## config.mk

```make
export PLATFORM = sky130hd
export DESIGN_NAME = restoring_divider
export DESIGN_NICKNAME = d
export VERILOG_FILES = /design/src/rtl/definitions_pkg.sv /design/src/rtl/div_iter_cntr.sv /design/src/rtl/restoring_divider.sv
export SDC_FILE = /design/constraint.sdc
export NUM_CORES = 1
export LEC_CHECK = 0
export CAP_MARGIN = 0
export CORE_AREA = 2 2 95 97
export CTS_BUF_LIST = sky130_fd_sc_hd__clkbuf_8
export CTS_CLUSTER_SIZE = 8
export DETAILED_ROUTE_END_ITERATION = 12
export DIE_AREA = 0 0 97 99
export PLACE_DENSITY = 0.87
export SLEW_MARGIN = 30
export SYNTH_ARGS = -nofsm -noshare
export SYNTH_HDL_FRONTEND = slang
export SYNTH_SLANG_ARGS = --single-unit
```

## constraint.sdc

```tcl
create_clock -name clk -period 5.5 [get_ports clk]
set_clock_uncertainty 0.05 [all_clocks]
set_input_delay 0.55 -clock clk [delete_from_list [all_inputs] [get_ports clk]]
set_output_delay 0.55 -clock clk [all_outputs]
set_load 0.02 [all_outputs]
```

## src/rtl/definitions_pkg.sv

```systemverilog
// Shared types for the arithmetic/display path: fixed-width signed operands
// plus the restoring divider's state encoding and iteration counter type.
package definitions_pkg;

  typedef logic signed [7:0]  int8_t;
  typedef logic signed [15:0] int16_t;

  localparam int DIV_ITER = 16;

  typedef logic [$clog2(DIV_ITER)-1:0] cnt_t;

  typedef enum logic [1:0] {
    IDLE,
    LOAD,
    DIVIDE,
    DONE
  } div_state_e;

endpackage

```

## src/rtl/div_iter_cntr.sv

```systemverilog
// Iteration counter for the restoring divider: synchronous clear and enable,
// with a terminal-count flag raised while the count sits on its last value.
module div_iter_cntr
  import definitions_pkg::*;
#(
  parameter int LAST = DIV_ITER - 1
) (
  input  logic clk,
  input  logic rst,
  input  logic en,
  input  logic clr,
  output cnt_t cnt,
  output logic tc
);

  always_ff @(posedge clk or negedge rst) begin
    if (!rst) begin
      cnt <= '0;
    end else if (clr) begin
      cnt <= '0;
    end else if (en) begin
      cnt <= cnt + 1'b1;
    end
  end

  assign tc = (cnt == cnt_t'(LAST));

endmodule

```

## src/rtl/restoring_divider.sv

```systemverilog
// Signed 16/8 restoring divider: operands are reduced to magnitudes, divided one
// bit per cycle, then sign-corrected so the quotient truncates toward zero.
module restoring_divider
  import definitions_pkg::*;
#(
  parameter int DIV_ITER = definitions_pkg::DIV_ITER
) (
  input  logic       clk,
  input  logic       rst,
  input  logic       i_start,
  input  int16_t     i_dividend,
  input  int8_t      i_divisor,
  output int16_t     o_quotient,
  output int8_t      o_remainder,
  output logic       o_rdy,
  output logic       o_busy,
  output logic       o_dvz,
  output logic       o_ovf,
  output cnt_t       o_cnt,
  output div_state_e o_Edo_Act
);

  div_state_e  state;
  int16_t      dividend_q;
  int8_t       divisor_q;
  logic [15:0] dq;
  logic [7:0]  dvs_mag;
  logic [7:0]  prem;
  logic        q_neg;
  logic        r_neg;
  logic        dvz_pend;
  logic        cnt_tc;
  logic        cnt_clr;
  logic        cnt_en;

  // The shifted partial remainder never exceeds 255 and the divisor magnitude
  // 128, so a 9-bit difference is wide enough for its MSB to be the borrow.
  logic [8:0] prem_sh;
  logic [8:0] trial;
  logic       borrow;

  assign prem_sh = {prem, dq[15]};
  assign trial   = prem_sh - {1'b0, dvs_mag};
  assign borrow  = trial[8];

  assign cnt_clr   = (state == LOAD);
  assign cnt_en    = (state == DIVIDE);
  assign o_Edo_Act = state;

  div_iter_cntr #(
    .LAST(DIV_ITER - 1)
  ) u_cntr (
    .clk(clk),
    .rst(rst),
    .en (cnt_en),
    .clr(cnt_clr),
    .cnt(o_cnt),
    .tc (cnt_tc)
  );

  always_ff @(posedge clk or negedge rst) begin
    if (!rst) begin
      state       <= IDLE;
      dividend_q  <= '0;
      divisor_q   <= '0;
      dq          <= '0;
      dvs_mag     <= '0;
      prem        <= '0;
      q_neg       <= 1'b0;
      r_neg       <= 1'b0;
      dvz_pend    <= 1'b0;
      o_quotient  <= '0;
      o_remainder <= '0;
      o_rdy       <= 1'b0;
      o_busy      <= 1'b0;
      o_dvz       <= 1'b0;
      o_ovf       <= 1'b0;
    end else begin
      o_rdy <= 1'b0;
      case (state)
        IDLE: begin
          if (i_start) begin
            dividend_q <= i_dividend;
            divisor_q  <= i_divisor;
            o_dvz      <= 1'b0;
            o_ovf      <= 1'b0;
            dvz_pend   <= (i_divisor == '0);
            if (i_divisor == '0) begin
              state <= DONE;
            end else begin
              state  <= LOAD;
              o_busy <= 1'b1;
            end
          end
        end

        LOAD: begin
          dq      <= dividend_q[15] ? (~dividend_q + 16'd1) : dividend_q;
          dvs_mag <= divisor_q[7] ? (~divisor_q + 8'd1) : divisor_q;
          q_neg   <= dividend_q[15] ^ divisor_q[7];
          r_neg   <= dividend_q[15];
          prem    <= '0;
          state   <= DIVIDE;
        end

        // The dividend register doubles as the quotient: each shift frees its
        // LSB, which receives the new quotient bit.
        DIVIDE: begin
          dq   <= {dq[14:0], ~borrow};
          prem <= borrow ? prem_sh[7:0] : trial[7:0];
          if (cnt_tc) begin
            state  <= DONE;
            o_busy <= 1'b0;
          end
        end

        DONE: begin
          o_rdy <= 1'b1;
          state <= IDLE;
          if (dvz_pend) begin
            o_quotient  <= '0;
            o_remainder <= '0;
            o_dvz       <= 1'b1;
          end else begin
            o_quotient  <= q_neg ? (~dq + 16'd1) : dq;
            o_remainder <= r_neg ? (~prem + 8'd1) : prem;
            o_ovf       <= !q_neg && (dq == 16'h8000);
          end
        end

        default: state <= IDLE;
      endcase
    end
  end

endmodule

```

==> impl_metrics.env <==
export IMPL_hold_viol=0
export IMPL_yosysUniqueCellTypes=46
export IMPL_critPathKind="reg -> reg"
export IMPL_yosysMostFrequentCell="dfrtp_1"
export IMPL_syn_cell_area_sq_um=5050
export IMPL_synth_nets=533
export IMPL_finalWirelength_microns=10700
export IMPL_cts_resized=0
export IMPL_vias=3880
export IMPL_post_cts_buffers=0
export IMPL_track_usage_pct=23.4
export IMPL_start_util_pct=59.1
export IMPL_path_buf_inv=1
export IMPL_crit_required_ns=5.73
export IMPL_postPlaceCellArea_sq_um=5720
export IMPL_path_clk_slew_ns=0.09
export IMPL_timing_fmax_mhz=348
export IMPL_grt_pass1_wl_microns=18300
export IMPL_pwr_share_seq_pct=36.8
export IMPL_outcome="finished clean"
export IMPL_cts_tree="built"
export IMPL_finalWeightedCongestion=0.853
export IMPL_drive_above_1_share_pct=10.9
export IMPL_p_int_mw=2.08
export IMPL_antenna_cells=0
export IMPL_synthTopCellsByCount="dfrtp_1 (93), nand2_1 (35), mux2_2 (34)"
export IMPL_synth_ff_latch_count=93
export IMPL_end_kind="flop"
export IMPL_synthTopCellsByArea="dfrtp_1 (46%), mux2_2 (7.6%), o2bb2ai_1 (4.5%)"
export IMPL_portBuffers=60
export IMPL_switchingPower_mw=1.55
export IMPL_path_cells="inv_1, ha_1, fa_1, nor2b_1, o211ai_1, a32o_1, xor2_2, mux2_2, o22ai_1"
export IMPL_critPathMaxStageDelay_ns=0.45
export IMPL_dieArea_sq_um=9600
export IMPL_period_needed_ns=2.88
export IMPL_final_area_sq_um=5920
export IMPL_die_w_microns=97
export IMPL_avgRoutedWirePerCell_microns=16.4
export IMPL_first_pass_iters=5
export IMPL_drcViolationCount=0
export IMPL_whs_ns=0.00726
export IMPL_slew_viol_final=0
export IMPL_via_per_inst=5.99
export IMPL_insertion_delay_ns=0.37
export IMPL_ir_drop_v=0.000317
export IMPL_rsz0062_at_grt="no"
export IMPL_ant_nets=0
export IMPL_p_total_mw=3.63
export IMPL_synth_top_area_cell="dfrtp_1"
export IMPL_synth_area_per_cell_sq_um=10.4
export IMPL_std_cell_rows=34
export IMPL_hpwl_microns=7680
export IMPL_synthArstFlopShare_pct=100
export IMPL_synth_ff_type="dfrtp_1"
export IMPL_synth_cells=487
export IMPL_crit_family="adder cells"
export IMPL_antenna_found_initial=0
export IMPL_cp_data_arrival_time_ns=3.11
export IMPL_cts_buffer_depth=2
export IMPL_start_kind="flop"
export IMPL_synth_seq_area_share_pct=46.0
export IMPL_hp_class="in -> async"
export IMPL_critical_path_slowest_cell="xor2_2"
export IMPL_grt_ovfl_total=0
export IMPL_grt_pass1_vias=3840
export IMPL_synth_top_area_share_pct=46.0
export IMPL_drt_iter0_drc=278
export IMPL_io_pins=61
export IMPL_crit_fanout=9
export IMPL_setup_viol=0
export IMPL_finalSetupTns_ns=0
export IMPL_numCtsBuffers=9
export IMPL_power_static_leakage_nw=2.54
export IMPL_yosysWarningCount=0
export IMPL_fin_crit_sh_pct=52.3
export IMPL_switching_share_pct=42.7
export IMPL_maxCapViolations=0
export IMPL_p_per_area_nw_per_um2=613
export IMPL_htree_levels=3
export IMPL_cts_num_sinks=93
export IMPL_fin_nets=582
export IMPL_die_y_microns=99
export IMPL_tightestPinTransition_ns=0.866
export IMPL_n_fill_cell=634
export IMPL_syn_to_final_growth_pct=17.1
export IMPL_root_buffer="clkbuf_8"
export IMPL_maxSlewHeadroom_pct=42.2
export IMPL_grt_max_degree=73
export IMPL_core_sq_um=8550
export IMPL_comb_power_share_pct=50.6
export IMPL_clkPwrFrac_pct=12.6
export IMPL_hold_buffers=0
export IMPL_synth_edf_count=0
## final cells by class
type                       instances  area (sq um)  area share [%]
sequential                        93          2330            39.3
inverter                          29           109            1.84
timing repair buffer              63           624            10.5
clock inverter                     6          71.3            1.21
multi-input combinational        340          2530            42.7
clock buffer                       9           124            2.09
tap                              108           135            2.28
## final timing paths
kind / slack (ns) / from / endpoint / cells past startpoint
setup / recovery: 2.62 / dq[15] / prem[1] / 9
hold / removal: 0.007 / rst / divisor_q[2] / 1
setup reg to reg: 2.62 / dq[15] / prem[1] / 9
hold reg to reg: 0.44 / o_remainder[5] / o_remainder[5] / 1
max in group asynchronous: 4.50 / rst / o_quotient[15] / 2
min in group clk: 0.44 / o_remainder[5] / o_remainder[5] / 1
## placed cells by master, fill, tap and decap left out, types with 4 or more instances in the layout
master	instances
dfrtp_1	93
clkdlybuf4s50_1	59
nand2_1	34
mux2_2	34
inv_1	29
o2bb2ai_1	26
xor2_1	24
nor2_1	23
o21ai_0	23
xnor2_1	20
ha_1	18
a21oi_1	17
o31ai_1	15
nand3_1	13
mux2i_1	10
o21ai_1	9
clkbuf_8	9
nor2b_1	8
o22ai_1	7
nor3_1	6
or3_1	6
nand2b_1	4
or4_1	4
a21o_1	4
## logic make-up (layout without fill, tap and decap cells)
group	after synthesis	after routing	share of synthesized area, %
xor gates and xnor gates	45	45	7.95
buffers and inverters	54	107	4.01
AOI/OAI and AO/OA	122	122	16.4
adders and majority gates	19	19	4.85
and+or+nand+nor	109	109	10.9
muxes	45	45	9.78
DFF	93	93	46.0
## registers in the layout, indices dropped and copies added, names as in the netlist, 2 cells and up
| signal | cells |
|---|---|
| dividend_q | 16 |
| divisor_q | 8 |
| dq | 16 |
| dvs_mag | 8 |
| o_Edo_Act | 2 |
| o_quotient | 16 |
| o_remainder | 8 |
| prem | 8 |
| u_cntr.cnt | 4 |
## power by group through the flow
stage,Sequential (mW),Combinational (mW),Clock [mW]
detailed placement,1.34,1.82,0
finish,1.34,1.84,0.458
CTS,1.33,1.84,0.464
global placement,1.31,1.75,0
global route,1.38,2.02,0.496
floorplan,1.34,1.25,0
## metal layers
layer | GRT usage [%] | share of wire, %
met5 | 0 | 0
met4 | 9.86 | 2.2
met3 | 3.97 | 4.6
met2 | 37.1 | 47
met1 | 32.1 | 46
## metrics by stage
stage	setup slack, ns	cells	util (%)
2_1_floorplan	2.94	487	-
3_3_place_gp	2.80	633	66.9
3_5_place_dp	2.68	633	66.9
4_1_cts	2.65	648	69.1
5_1_grt	2.46	648	69.2
6_report	2.62	648	69.2
No activity file was read; power rests on OpenSTA's default activity.
